==> src/rtl/mdu_pkg.sv <==
// Shared definitions for the RV32M multiply/divide sequencer.
//  - MDU_XLEN     : default operand/result width
//  - MDU_MUL..    : funct3 encodings of the M-extension ops
//  - mdu_state_e  : sequencer FSM states (3-bit encoding)
package mdu_pkg;

  localparam int unsigned MDU_XLEN = 32;

  localparam logic [2:0] MDU_MUL    = 3'b000;
  localparam logic [2:0] MDU_MULH   = 3'b001;
  localparam logic [2:0] MDU_MULHSU = 3'b010;
  localparam logic [2:0] MDU_MULHU  = 3'b011;
  localparam logic [2:0] MDU_DIV    = 3'b100;
  localparam logic [2:0] MDU_DIVU   = 3'b101;
  localparam logic [2:0] MDU_REM    = 3'b110;
  localparam logic [2:0] MDU_REMU   = 3'b111;

  typedef enum logic [2:0] {
    S_IDLE = 3'd0,
    S_PREP = 3'd1,
    S_ITER = 3'd2,
    S_FIX  = 3'd3,
    S_DONE = 3'd4
  } mdu_state_e;

endpackage

==> src/rtl/mdu_iter_step.sv <==
// One iteration of the shared unsigned multiply / restoring-divide datapath.
// Ports:
//  acc_i     accumulator, 2*XLEN+1 bits
//             mul: {carry+high (XLEN+1), low/multiplier (XLEN)}
//             div: {remainder (XLEN+1), quotient/dividend (XLEN)}
//  operand_i |A| for multiply, |B| for divide
//  is_div_i  selects the divide step
//  acc_o     accumulator after one step
module mdu_iter_step #(
  parameter int unsigned XLEN = 32
) (
  input  logic [2*XLEN:0] acc_i,
  input  logic [XLEN-1:0] operand_i,
  input  logic            is_div_i,
  output logic [2*XLEN:0] acc_o
);

  logic [XLEN:0] hi_sum;
  logic [XLEN:0] rem_sh;
  logic [XLEN:0] rem_sub;

  always_comb begin
    // Multiply: add multiplicand into the high half when the current multiplier bit is set.
    hi_sum  = acc_i[2*XLEN:XLEN] + (acc_i[0] ? {1'b0, operand_i} : '0);
    // Divide: remainder after shifting in the next dividend bit.
    rem_sh  = acc_i[2*XLEN-1:XLEN-1];
    rem_sub = rem_sh - {1'b0, operand_i};
    if (is_div_i) begin
      if (rem_sh >= {1'b0, operand_i}) begin
        acc_o = {rem_sub, acc_i[XLEN-2:0], 1'b1};
      end else begin
        acc_o = {rem_sh, acc_i[XLEN-2:0], 1'b0};
      end
    end else begin
      acc_o = {1'b0, hi_sum, acc_i[XLEN-1:1]};
    end
  end

endmodule

==> src/rtl/mdu_sequencer.sv <==
// Iterative RV32M multiply/divide controller. Accepts one M-op, runs XLEN iterations of a
// shared shift-add / restoring-divide datapath, then applies sign fix-up. Divide-by-zero
// and signed-overflow divides are resolved without iterating.
// Ports:
//  clk, rst_n  clock, asynchronous active-low reset
//  start_i     M-op issue strobe; funct3_i/rs1_i/rs2_i latched on the accepting edge
//  kill_i      pipeline flush, abandons any op and blocks a same-cycle start
//  busy_o      op in flight (PREP/ITER/FIX)
//  stall_o     freezes PC/decode while an op is in flight or being issued
//  done_o      one-cycle result-valid pulse
//  result_o    result, held until the next completed op
module mdu_sequencer
  import mdu_pkg::*;
#(
  parameter int unsigned XLEN  = MDU_XLEN,
  parameter int unsigned CNT_W = 6
) (
  input  logic            clk,
  input  logic            rst_n,
  input  logic            start_i,
  input  logic [2:0]      funct3_i,
  input  logic [XLEN-1:0] rs1_i,
  input  logic [XLEN-1:0] rs2_i,
  input  logic            kill_i,
  output logic            busy_o,
  output logic            stall_o,
  output logic            done_o,
  output logic [XLEN-1:0] result_o
);

  localparam logic [XLEN-1:0] MinInt = {1'b1, {(XLEN-1){1'b0}}};

  mdu_state_e state_q, state_d;

  logic [2:0]      op_q;
  logic [XLEN-1:0] a_q, b_q;
  logic            neg_a_q, neg_b_q;
  logic [XLEN-1:0] opnd_q;
  logic [2*XLEN:0] acc_q, acc_step;
  logic [CNT_W-1:0] cnt_q;
  logic [XLEN-1:0] result_q;

  logic            accept;
  logic            is_div;
  logic            sign_a_en, sign_b_en;
  logic            neg_a, neg_b;
  logic [XLEN-1:0] abs_a, abs_b;
  logic            div_zero, div_ovf, special;
  logic [XLEN-1:0] special_res;
  logic [2*XLEN-1:0] prod_fix;
  logic [XLEN-1:0] quot_fix, rem_fix, fix_res;

  assign accept = start_i & ~kill_i & ((state_q == S_IDLE) | (state_q == S_DONE));
  assign is_div = op_q[2];

  // State register
  always_ff @(posedge clk or negedge rst_n) begin
    if (!rst_n) begin
      state_q <= S_IDLE;
    end else begin
      state_q <= state_d;
    end
  end

  // Next state
  always_comb begin
    state_d = state_q;
    if (kill_i) begin
      state_d = S_IDLE;
    end else begin
      unique case (state_q)
        S_IDLE:  if (start_i) state_d = S_PREP;
        S_PREP:  state_d = special ? S_DONE : S_ITER;
        S_ITER:  if (cnt_q == '0) state_d = S_FIX;
        S_FIX:   state_d = S_DONE;
        S_DONE:  state_d = start_i ? S_PREP : S_IDLE;
        default: state_d = S_IDLE;
      endcase
    end
  end

  // Outputs
  always_comb begin
    busy_o   = (state_q == S_PREP) | (state_q == S_ITER) | (state_q == S_FIX);
    done_o   = (state_q == S_DONE);
    stall_o  = busy_o | (start_i & ~busy_o & ~kill_i);
    result_o = result_q;
  end

  // Operand preparation and special-case detection, evaluated in PREP on latched operands.
  always_comb begin
    sign_a_en = 1'b0;
    sign_b_en = 1'b0;
    unique case (op_q)
      MDU_MUL, MDU_MULH, MDU_DIV, MDU_REM: begin
        sign_a_en = 1'b1;
        sign_b_en = 1'b1;
      end
      MDU_MULHSU: sign_a_en = 1'b1;
      default: ;
    endcase
    neg_a    = sign_a_en & a_q[XLEN-1];
    neg_b    = sign_b_en & b_q[XLEN-1];
    abs_a    = neg_a ? -a_q : a_q;
    abs_b    = neg_b ? -b_q : b_q;
    div_zero = is_div & (b_q == '0);
    // Only the signed divides can overflow (MIN_INT / -1).
    div_ovf  = is_div & ~op_q[0] & (a_q == MinInt) & (b_q == '1);
    special  = div_zero | div_ovf;
    if (div_zero) begin
      special_res = op_q[1] ? a_q : '1;
    end else begin
      special_res = op_q[1] ? '0 : MinInt;
    end
  end

  mdu_iter_step #(
    .XLEN (XLEN)
  ) u_iter_step (
    .acc_i     (acc_q),
    .operand_i (opnd_q),
    .is_div_i  (is_div),
    .acc_o     (acc_step)
  );

  // Sign fix-up and result select
  always_comb begin
    prod_fix = (neg_a_q ^ neg_b_q) ? -acc_q[2*XLEN-1:0] : acc_q[2*XLEN-1:0];
    quot_fix = (neg_a_q ^ neg_b_q) ? -acc_q[XLEN-1:0] : acc_q[XLEN-1:0];
    // Remainder sign follows the dividend.
    rem_fix  = neg_a_q ? -acc_q[2*XLEN-1:XLEN] : acc_q[2*XLEN-1:XLEN];
    unique case (op_q)
      MDU_MUL:                        fix_res = prod_fix[XLEN-1:0];
      MDU_MULH, MDU_MULHSU, MDU_MULHU: fix_res = prod_fix[2*XLEN-1:XLEN];
      MDU_DIV, MDU_DIVU:              fix_res = quot_fix;
      default:                        fix_res = rem_fix;
    endcase
  end

  // Datapath registers
  always_ff @(posedge clk or negedge rst_n) begin
    if (!rst_n) begin
      op_q     <= '0;
      a_q      <= '0;
      b_q      <= '0;
      neg_a_q  <= 1'b0;
      neg_b_q  <= 1'b0;
      opnd_q   <= '0;
      acc_q    <= '0;
      cnt_q    <= '0;
      result_q <= '0;
    end else begin
      if (accept) begin
        op_q <= funct3_i;
        a_q  <= rs1_i;
        b_q  <= rs2_i;
      end
      // A flush must leave result_q untouched, so nothing advances under kill.
      if (!kill_i) begin
        case (state_q)
          S_PREP: begin
            neg_a_q <= neg_a;
            neg_b_q <= neg_b;
            opnd_q  <= is_div ? abs_b : abs_a;
            acc_q   <= {{(XLEN+1){1'b0}}, (is_div ? abs_a : abs_b)};
            cnt_q   <= CNT_W'(XLEN-1);
            if (special) result_q <= special_res;
          end
          S_ITER: begin
            acc_q <= acc_step;
            if (cnt_q != '0) cnt_q <= cnt_q - CNT_W'(1);
          end
          S_FIX:   result_q <= fix_res;
          default: ;
        endcase
      end
    end
  end

endmodule

==> config.mk <==
export PLATFORM = sky130hd
export DESIGN_NAME = mdu_sequencer
export DESIGN_NICKNAME = d
export VERILOG_FILES = /design/src/rtl/mdu_pkg.sv /design/src/rtl/mdu_iter_step.sv /design/src/rtl/mdu_sequencer.sv
export SDC_FILE = /design/constraint.sdc
export NUM_CORES = 1
export LEC_CHECK = 0
export ABC_CLOCK_PERIOD_IN_PS = 3550
export BUFFER_PORTS_ARGS = -buffer_cell sky130_fd_sc_hd__buf_4
export CELL_PAD_IN_SITES_DETAIL_PLACEMENT = 0
export CELL_PAD_IN_SITES_GLOBAL_PLACEMENT = 1
export CORE_MARGIN = 1.5
export CORE_UTILIZATION = 37
export CTS_BUF_LIST = sky130_fd_sc_hd__clkbuf_8 sky130_fd_sc_hd__clkbuf_16
export CTS_CLUSTER_DIAMETER = 40
export CTS_CLUSTER_SIZE = 8
export DETAILED_ROUTE_END_ITERATION = 10
export HOLD_SLACK_MARGIN = 0.02
export PLACE_DENSITY = 0.75
export SLEW_MARGIN = 20
export SYNTH_ARGS = -nofsm -noshare
export SYNTH_HDL_FRONTEND = slang
export SYNTH_SLANG_ARGS = --single-unit
==> constraint.sdc <==
create_clock -name clk -period 3.55 [get_ports clk]
set_clock_uncertainty 0.2 [all_clocks]
set_input_delay 0.5325 -clock clk [delete_from_list [all_inputs] [get_ports clk]]
set_output_delay 0.5325 -clock clk [all_outputs]
set_load 0.03 [all_outputs]
== After elaboration in Yosys (flattened, before gate mapping) ==
Index checks and enable logic that the tools add are counted.
Word-level totals
  register bits: 207
  input bits: 71
  output and inout bits: 35
  logic and storage cells: 97
Operators by class
  add/subtract/negate cells: 8
  magnitude comparators: 1
  equal/unequal tests: 16
  mux-type cells: 27
  bitwise gates (word level): 19
  reductions and logical operators: 16
Operator list (count)
  32-bit 2-to-1 mux: 11
  65-bit 2-to-1 mux: 2
  65-bit case mux with 2 select lines: 1
  32-bit negator: 4
  32-bit case mux with 3 select lines: 1
  32-bit == test, second input constant: 2
  64-bit 2-to-1 mux: 1
  64-bit negator: 1
  32-bit case mux with 2 select lines: 1
  33-bit adder: 1
  33-bit by 32-bit >= comparator with 1-bit output: 1
  33-bit by 32-bit subtractor with 33-bit output: 1
  32-bit zero test: 1
  3-bit case mux with 5 select lines: 1
  3-bit by 2-bit == test with 1-bit output, second input constant: 4
  3-bit == test, second input constant: 4
  3-bit 2-to-1 mux: 4
  6-bit case mux with 2 select lines: 1
  1-bit AND: 10
  3-bit by 1-bit == test with 1-bit output, second input constant: 2
  3-bit zero test: 2
  6-bit zero test: 1
  6-bit 2-to-1 mux: 1
  3-bit inequality test, second input constant: 2
  15 further kinds: 27

== Logic depth before layout (Yosys ltp) ==
Gate-level depths: netlist of run 1.
  word-level depth: 8
  gate-level depth with buffers: 14
  gate-level depth less buffers: 13

== Hierarchy ==
Synthesis of run 1 repeated with hierarchy kept, for this count alone.
Second synthesis, totals
  cell total of the unflattened synthesis: 2292
  area total of the unflattened synthesis: 18223.7 um^2
By module, submodules not included
  mdu_sequencer: times used 1, cells each 1555, area an instance 13382.8 um^2, seq. area each 5180.0 um^2
  mdu_iter_step: times used 1, cells each 737, area an instance 4840.9 um^2, seq. area each 0.0 um^2

== Least setup slack after synthesis of run 1 ==
OpenSTA, ideal clock, no wires.
  path type: reg2reg
  start point: reg acc_q[0]
  end point: reg acc_q[63]
  library setup time: 0.121 ns
  data arrival time: 3.194 ns
  data required time: 3.229 ns
  slack: 0.035 ns
  stages on the path, launching flop included: 14
  buffers on the path: 2
  period minus slack after synthesis: 3.515 ns
  path through: dfrtp_1 > clkinv_1 > clkbuf_1 > nor2_1 > ha_1 > clkbuf_1 > nand2_1 > nor2_1 > nand4_1 > o311ai_0 > a311oi_1 > xnor2_1 > o221a_1 > a22o_1
Between the ends
  cells in the longest elaborated chain, start to end: 4
RTL lines
  start, declared: line mdu_sequencer.sv:39  | logic [2*XLEN:0] acc_q, acc_step;
  start signal, assigned: line mdu_sequencer.sv:165  | acc_q <= {{(XLEN+1){1'b0}}, (is_div ? abs_a : abs_b)};
  start signal, assigned: line mdu_sequencer.sv:170  | acc_q <= acc_step;
  32-bit 2-to-1 mux: line mdu_iter_step.sv:24  | hi_sum = acc_i[2*XLEN:XLEN] + (acc_i[0] ? {1'b0, operand_i} : '0);
  33-bit adder: line mdu_iter_step.sv:24
  65-bit 2-to-1 mux: line mdu_iter_step.sv:28  | if (is_div_i) begin
  65-bit case mux with 2 select lines: line mdu_sequencer.sv:160  | case (state_q)
Every way passes these cells.
A chain may end at the register's enable or synchronous reset.

== Worst setup path in the final report of run 1 ==
  start point: reg a_q[7]
  end point: reg opnd_q[26]
Between the ends
  cells in the longest elaborated chain, start to end: 3
RTL lines
  start, declared: line mdu_sequencer.sv:36  | logic [XLEN-1:0] a_q, b_q;
  start signal, assigned: line mdu_sequencer.sv:155  | a_q <= rs1_i;
  32-bit negator: line mdu_sequencer.sv:104  | abs_a = neg_a ? -a_q : a_q;
  32-bit 2-to-1 mux: line mdu_sequencer.sv:104
  32-bit 2-to-1 mux: line mdu_sequencer.sv:164  | opnd_q <= is_div ? abs_b : abs_a;
  end signal, assigned: line mdu_sequencer.sv:164
  end, declared: line mdu_sequencer.sv:38  | logic [XLEN-1:0] opnd_q;
Every way passes these cells.

==> impl_metrics.ini, run 1 <==
[outcome]
outcome = completed

[final_layout]
fin_area_um2 = 22420
multi_input_area_um2 = 11610
drive_gt1_share_pct = 20.16
fill_cells = 4515
seqCellArea_um2 = 5184
nNetsFinal = 2616
area_delta_synth_final_pct = 28.72
diodes = 0
utilization_pct = 48.27

[timing]
max_slew_margin_pct = 24.30
setup_viol = 0
min_period_ps = 3519
slew_viol_final = 0
timing.hold.ws_ps = 78.16
finalWorstSetupSlack_ps = 30.62
max_freq_ghz = 0.2841
hold_viol = 0
fin_crit_sh_pct = 99.14
worst_pin_slew_ps = 1135

[global_route]
grt_pass1_wl_um = 110700
antenna_found_initial = 1
grt_util_all_layers_pct = 30.34
grt_overflow = 0
grt_max_degree = 84
grt_pass1_vias = 17720

[synth]
synth_area_per_cell_um2 = 7.933
synth_area_um2 = 17420
yosysSeqAreaShare_pct = 29.73
synth.mux.area_fraction_pct = 5.595
synth_edf_count = 0
synth-xor-area-share_pct = 9.603
yosys.area_share.simple_pct = 18.98
synthCells = 2196
ys_types = 91
synthAdderAreaFrac_pct = 5.329
synthFlopType = dfrtp_1
ys_ff_latch = 207
synthTopCellsByArea = dfrtp_1, a21oi_1, xnor2_1
synth_common_cells = nor2_1, nand2_1, a21oi_1
syn-num-nets = 2340
synth_most_common_cell = nor2_1
yosysTopAreaCell = dfrtp_1
synth_warnings = 0
ys_async_sr_fraction_pct = 100.0
synth_compound_area_share_pct = 25.83
synthDominantCellAreaShare_pct = 29.73
synth_top_family_by_area = compound AO/OA/AOI/OAI gates

[cts]
numCtsBuffers = 44
cts_tree = built
clk_latency_ps = 590
cts-htree-levels = 2
ctsLongestPathBuffers = 3
cts.clk_slew.worst_paths_ps = 50
cts_num_sinks = 207
cts_root_buf = clkbuf_16

[die]
core_um2 = 46460
fp.dieW_um = 220.0
io_pins = 106
initial_core_util_pct = 37.50
num_rows = 79
dieArea_um2 = 48390
die_height_um = 220.0

[routing]
drt_iter0_drc = 1897
wl_per_cell_um = 23.80
finalWirelength_um = 73950
ant_nets = 0
drc = 0
vias_per_cell = 5.966
first_pass_iters = 7
vias = 18540

[job]
drv_cap = 0

[critical_path]
start_kind = register
cp_data_arrival_time_ps = 3700
path_max_fanout = 6
r2r_cells = 8
required_ps = 3730
critPathKind = reg2reg
endpoint_kind = register

[pwr]
powerDensity_nw_per_um2 = 1071
ir_worst_vdd_mv = 0.4752
leakage_nw = 9.755
power.total_w = 0.02401

[placement]
place_ws_ps = -34.54
port_buffers = 105
gp_congestion = 0.9880
dp_hpwl_um = 56470
post_dp_cell_area_um2 = 20000

[min_path]
hold_depth = 2
hold_path_class = in2reg
critical path: stages, from the launching register on:
cell and delay, ps:
dfrtp_1 480, or4_1 650, nor4_4 280, and4bb_1 310, and2_1 160, a21oi_1 80, xor2_1 190, o21ai_0 690
o21ai_0 260
final cells by class:
| cell class | count | area share, % |
|---|---|---|
| multi-input combinational | 1767 | 51.79 |
| inverter | 77 | 1.289 |
| timing repair buffer | 375 | 13.79 |
| clock inverter | 27 | 1.534 |
| clock buffer | 47 | 5.094 |
| sequential | 207 | 23.12 |
| tap | 607 | 3.387 |
cells in the final DEF (no fill, tap or decap), drive strengths merged, types with 27 or more instances in the layout:
| cell type | count |
|---|---|
| nor2 | 225 |
| ha | 71 |
| mux2 | 51 |
| nand2 | 221 |
| dlygate4sd3 | 68 |
| nor3 | 54 |
| o31ai | 33 |
| xor2 | 81 |
| mux2i | 31 |
| a21oi | 214 |
| clkbuf | 47 |
| dfrtp | 207 |
| a21o | 27 |
| inv | 80 |
| o21ai | 216 |
| buf | 307 |
| xnor2 | 110 |
| nand3 | 36 |
state kept, by name, summed over array words and instances, names as in the netlist:
register,cells
a_q,32
acc_q,65
b_q,32
cnt_q,6
neg_a_q,1
neg_b_q,1
op_q,3
opnd_q,32
result_o,32
state_q,3
kinds of logic after synthesis:
family / Yosys count
compound gates: 720
xor+xnor: 191
fa+ha+maj: 73
buf+inv: 222
flops: 207
mux: 86
simple gates: 697
per-stage QoR:
step           TNS (ps)  instances
2_1_floorplan         0       2196
3_3_place_gp     -50.85       2958
3_5_place_dp     -34.54       2958
4_1_cts               0       3102
5_1_grt          -8.636       3107
6_report              0       3107
per-layer routing:
metal | part of all wire (%) | track usage (%) | vias up
met4 | 3.7 | 11.38 | 2
met5 | 0.018 | 0 | -
met2 | 44 | 46.16 | 864
met3 | 9.1 | 6.487 | 134
li1 | - | - | 8505
met1 | 43 | 41.96 | 9031
power by group:
group | switching, W | internal, W
registers | 0.000984 | 0.00326
logic | 0.00963 | 0.00597
clock network | 0.00147 | 0.00269
total | 0.0121 | 0.0119
repair_timing:
action,CTS,global route
pin swaps,0,5
setup endpoints to repair,3,35
buffers inserted,2,5
hold buffers,68,0
hold endpoints to repair,149,0
resized for setup,4,36
final timing paths:
path	start	end	slack [ps]
max	a_q[7]$_DFFE_PN0P_	opnd_q[26]$_DFFE_PN0P_	30
min	rs2_i[2]	b_q[2]$_DFFE_PN0P_	80
max reg2reg	a_q[7]$_DFFE_PN0P_	opnd_q[26]$_DFFE_PN0P_	30
min reg2reg	result_o[21]$_DFFE_PN0P_	result_o[21]$_DFFE_PN0P_	280
max in group asynchronous	rst_n	opnd_q[27]$_DFFE_PN0P_	1900
min in group asynchronous	rst_n	a_q[12]$_DFFE_PN0P_	330
Note: power is estimated with default switching activity, not from simulation.
==> inputs of run 2 (changes only) <==
RECOVER_POWER = 100   (was not set)
==> impl_metrics.ini, run 2 (synthesis gave the netlist of run 1 again) <==
[timing]
setup_viol = 0
worst_pin_slew_ps = 2224
max_slew_margin_pct = -48.28
timing.hold.ws_ps = 76.30
slew_viol_final = 147
hold_viol = 0
max_freq_ghz = 0.2874
min_period_ps = 3479
fin_crit_sh_pct = 98.00

[critical_path]
cp-endpoint = result_o[29]$_DFFE_PN0P_
start_kind = register
timing.rr.start = acc_q[8]$_DFFE_PN0P_
cp_slowest_cell = or4_4
r2r_cells = 8
r2r-end = result_o[29]$_DFFE_PN0P_
critical_path_depth = 8
startpoint = acc_q[8]$_DFFE_PN0P_
required_ps = 3800
critPathMaxStageDelay_ps = 570
cp_data_arrival_time_ps = 3730
critPathKind = reg2reg
endpoint_kind = register
cp_common_cell = or4_4
critPathBufInv = 0
cpLargestDelayFamily = simple AND/OR/NAND/NOR gates
crit_chain = or4_4 > or4_4 > or3_4 > o41ai_2 > xor2_1 > o221ai_2 > o221ai_1 > nand2_1
path_max_fanout = 6
r2r_setup_slack_ps = 70

[final_layout]
utilization_pct = 47.77
drive_gt1_share_pct = 18.08
fin_area_um2 = 22190
largest_register = acc_q
largest_register_ffs = 65
final_cell_mix = buf_4, nor2_1, nand2_1
fill_cells = 4566
stdcell_count = 3108
seqCellArea_um2 = 5184
final_common_cell = buf_4
multi_input_area_um2 = 11600
nNetsFinal = 2616
area_delta_synth_final_pct = 27.39

[global_route]
grt_max_degree = 84
antenna_found_initial = 1
grt_overflow = 0
grt_util_all_layers_pct = 30.34
grt_pass1_vias = 17720
grt_pass1_wl_um = 110700

[pwr]
powerDensity_nw_per_um2 = 1075
leakage_nw = 9.551
p_clk_share_pct = 17.4
power.internal_w = 0.01177
ir_worst_vdd_mv = 0.4757
p_switching_w = 0.01208
swShare_pct = 50.63
p_comb_share_pct = 64.8
pwr-share-seq_pct = 17.8

[routing]
vias = 18450
vias_per_cell = 5.936
drt_iter0_drc = 1852
finalWirelength_um = 73840
wl_per_cell_um = 23.76
first_pass_iters = 7
ant_nets = 0
drc = 0

[die]
fp.dieW_um = 220.0
core_um2 = 46460
die_height_um = 220.0
dieArea_um2 = 48390
io_pins = 106
num_rows = 79
initial_core_util_pct = 37.50

[job]
drv_cap = 3

[placement]
post_dp_cell_area_um2 = 20000
gp_congestion = 0.9880
dp.cells = 2958
dp_hpwl_um = 56470
port_buffers = 105

[min_path]
hold_depth = 2
hold_path_class = in2reg

[outcome]
violations = capacitance limit, slew limit
outcome = finished, violations left

[cts]
numCtsBuffers = 44
ctsLongestPathBuffers = 3
cts.clk_slew.worst_paths_ps = 50
cts_root_buf = clkbuf_16
cts_tree = built
clk_latency_ps = 580
cts_num_sinks = 207
cts-htree-levels = 2
run 2: worst reg2reg max path, stage by stage (launching register included):
cell and delay, ps:
dfrtp_1 450, or4_4 560, or4_4 570, or3_4 450, o41ai_2 240, xor2_1 410, o221ai_2 180, o221ai_1 220
nand2_1 80
run 2: how the worst min path moves through the flow:
stage	start	endpoint	slack (ps)
floorplan	rst_n	a_q[0]$_DFFE_PN0P_	40
global placement	result_o[24]$_DFFE_PN0P_	result_o[24]$_DFFE_PN0P_	250
detailed placement	result_o[24]$_DFFE_PN0P_	result_o[24]$_DFFE_PN0P_	270
CTS	rs2_i[2]	b_q[2]$_DFFE_PN0P_	50
global route	rs2_i[2]	b_q[2]$_DFFE_PN0P_	50
finish	rs2_i[2]	b_q[2]$_DFFE_PN0P_	80
run 2: power groups by stage:
stage | Clock (W) | Combinational [W] | Sequential [W]
after floorplan | 0 | 0.00905 | 0.00429
after global placement | 0 | 0.0149 | 0.00420
after detailed placement | 0 | 0.0149 | 0.00423
after CTS | 0.00420 | 0.0150 | 0.00420
after global routing | 0.00432 | 0.0165 | 0.00434
final | 0.00416 | 0.0154 | 0.00425
run 2: area by class of cell:
cell class | count | area share, %
multi-input combinational | 1767 | 52.26
sequential | 207 | 23.36
clock inverter | 27 | 1.551
antenna | 1 | 0.01128
inverter | 77 | 1.302
clock buffer | 47 | 5.148
tap | 607 | 3.422
timing repair buffer | 375 | 12.95
run 2: repair_timing:
item	in CTS	in global routing
cloned	0	0
buffers inserted	2	5
hold buffers	68	0
gates resized for setup	4	36
pin swaps	0	5
hold endpoints to repair	149	0
endpoints found under the setup margin	3	35
run 2: metrics by stage:
| stage | setup TNS [ps] | setup WS [ps] | power, W |
|---|---|---|---|
| 6_report | 0 | 70.91 | 0.02385 |
| 2_1_floorplan | 0 | 34.89 | 0.01334 |
| 4_1_cts | 0 | 36.44 | 0.02344 |
| 5_1_grt | -45.16 | -44.18 | 0.02519 |
| 3_3_place_gp | -50.85 | -50.85 | 0.01906 |
| 3_5_place_dp | -34.54 | -34.54 | 0.01909 |
run 2: routing by layer:
layer / part of all wire [%] / track usage (%) / up-vias / wire length (um)
li1: - / - / 8510 / -
met1: 44 / 41.96 / 8954 / 32130
met2: 44 / 46.16 / 843 / 32350
met3: 8.8 / 6.487 / 140 / 6470
met4: 3.9 / 11.38 / 2 / 2876
met5: 0.018 / 0 / - / 13
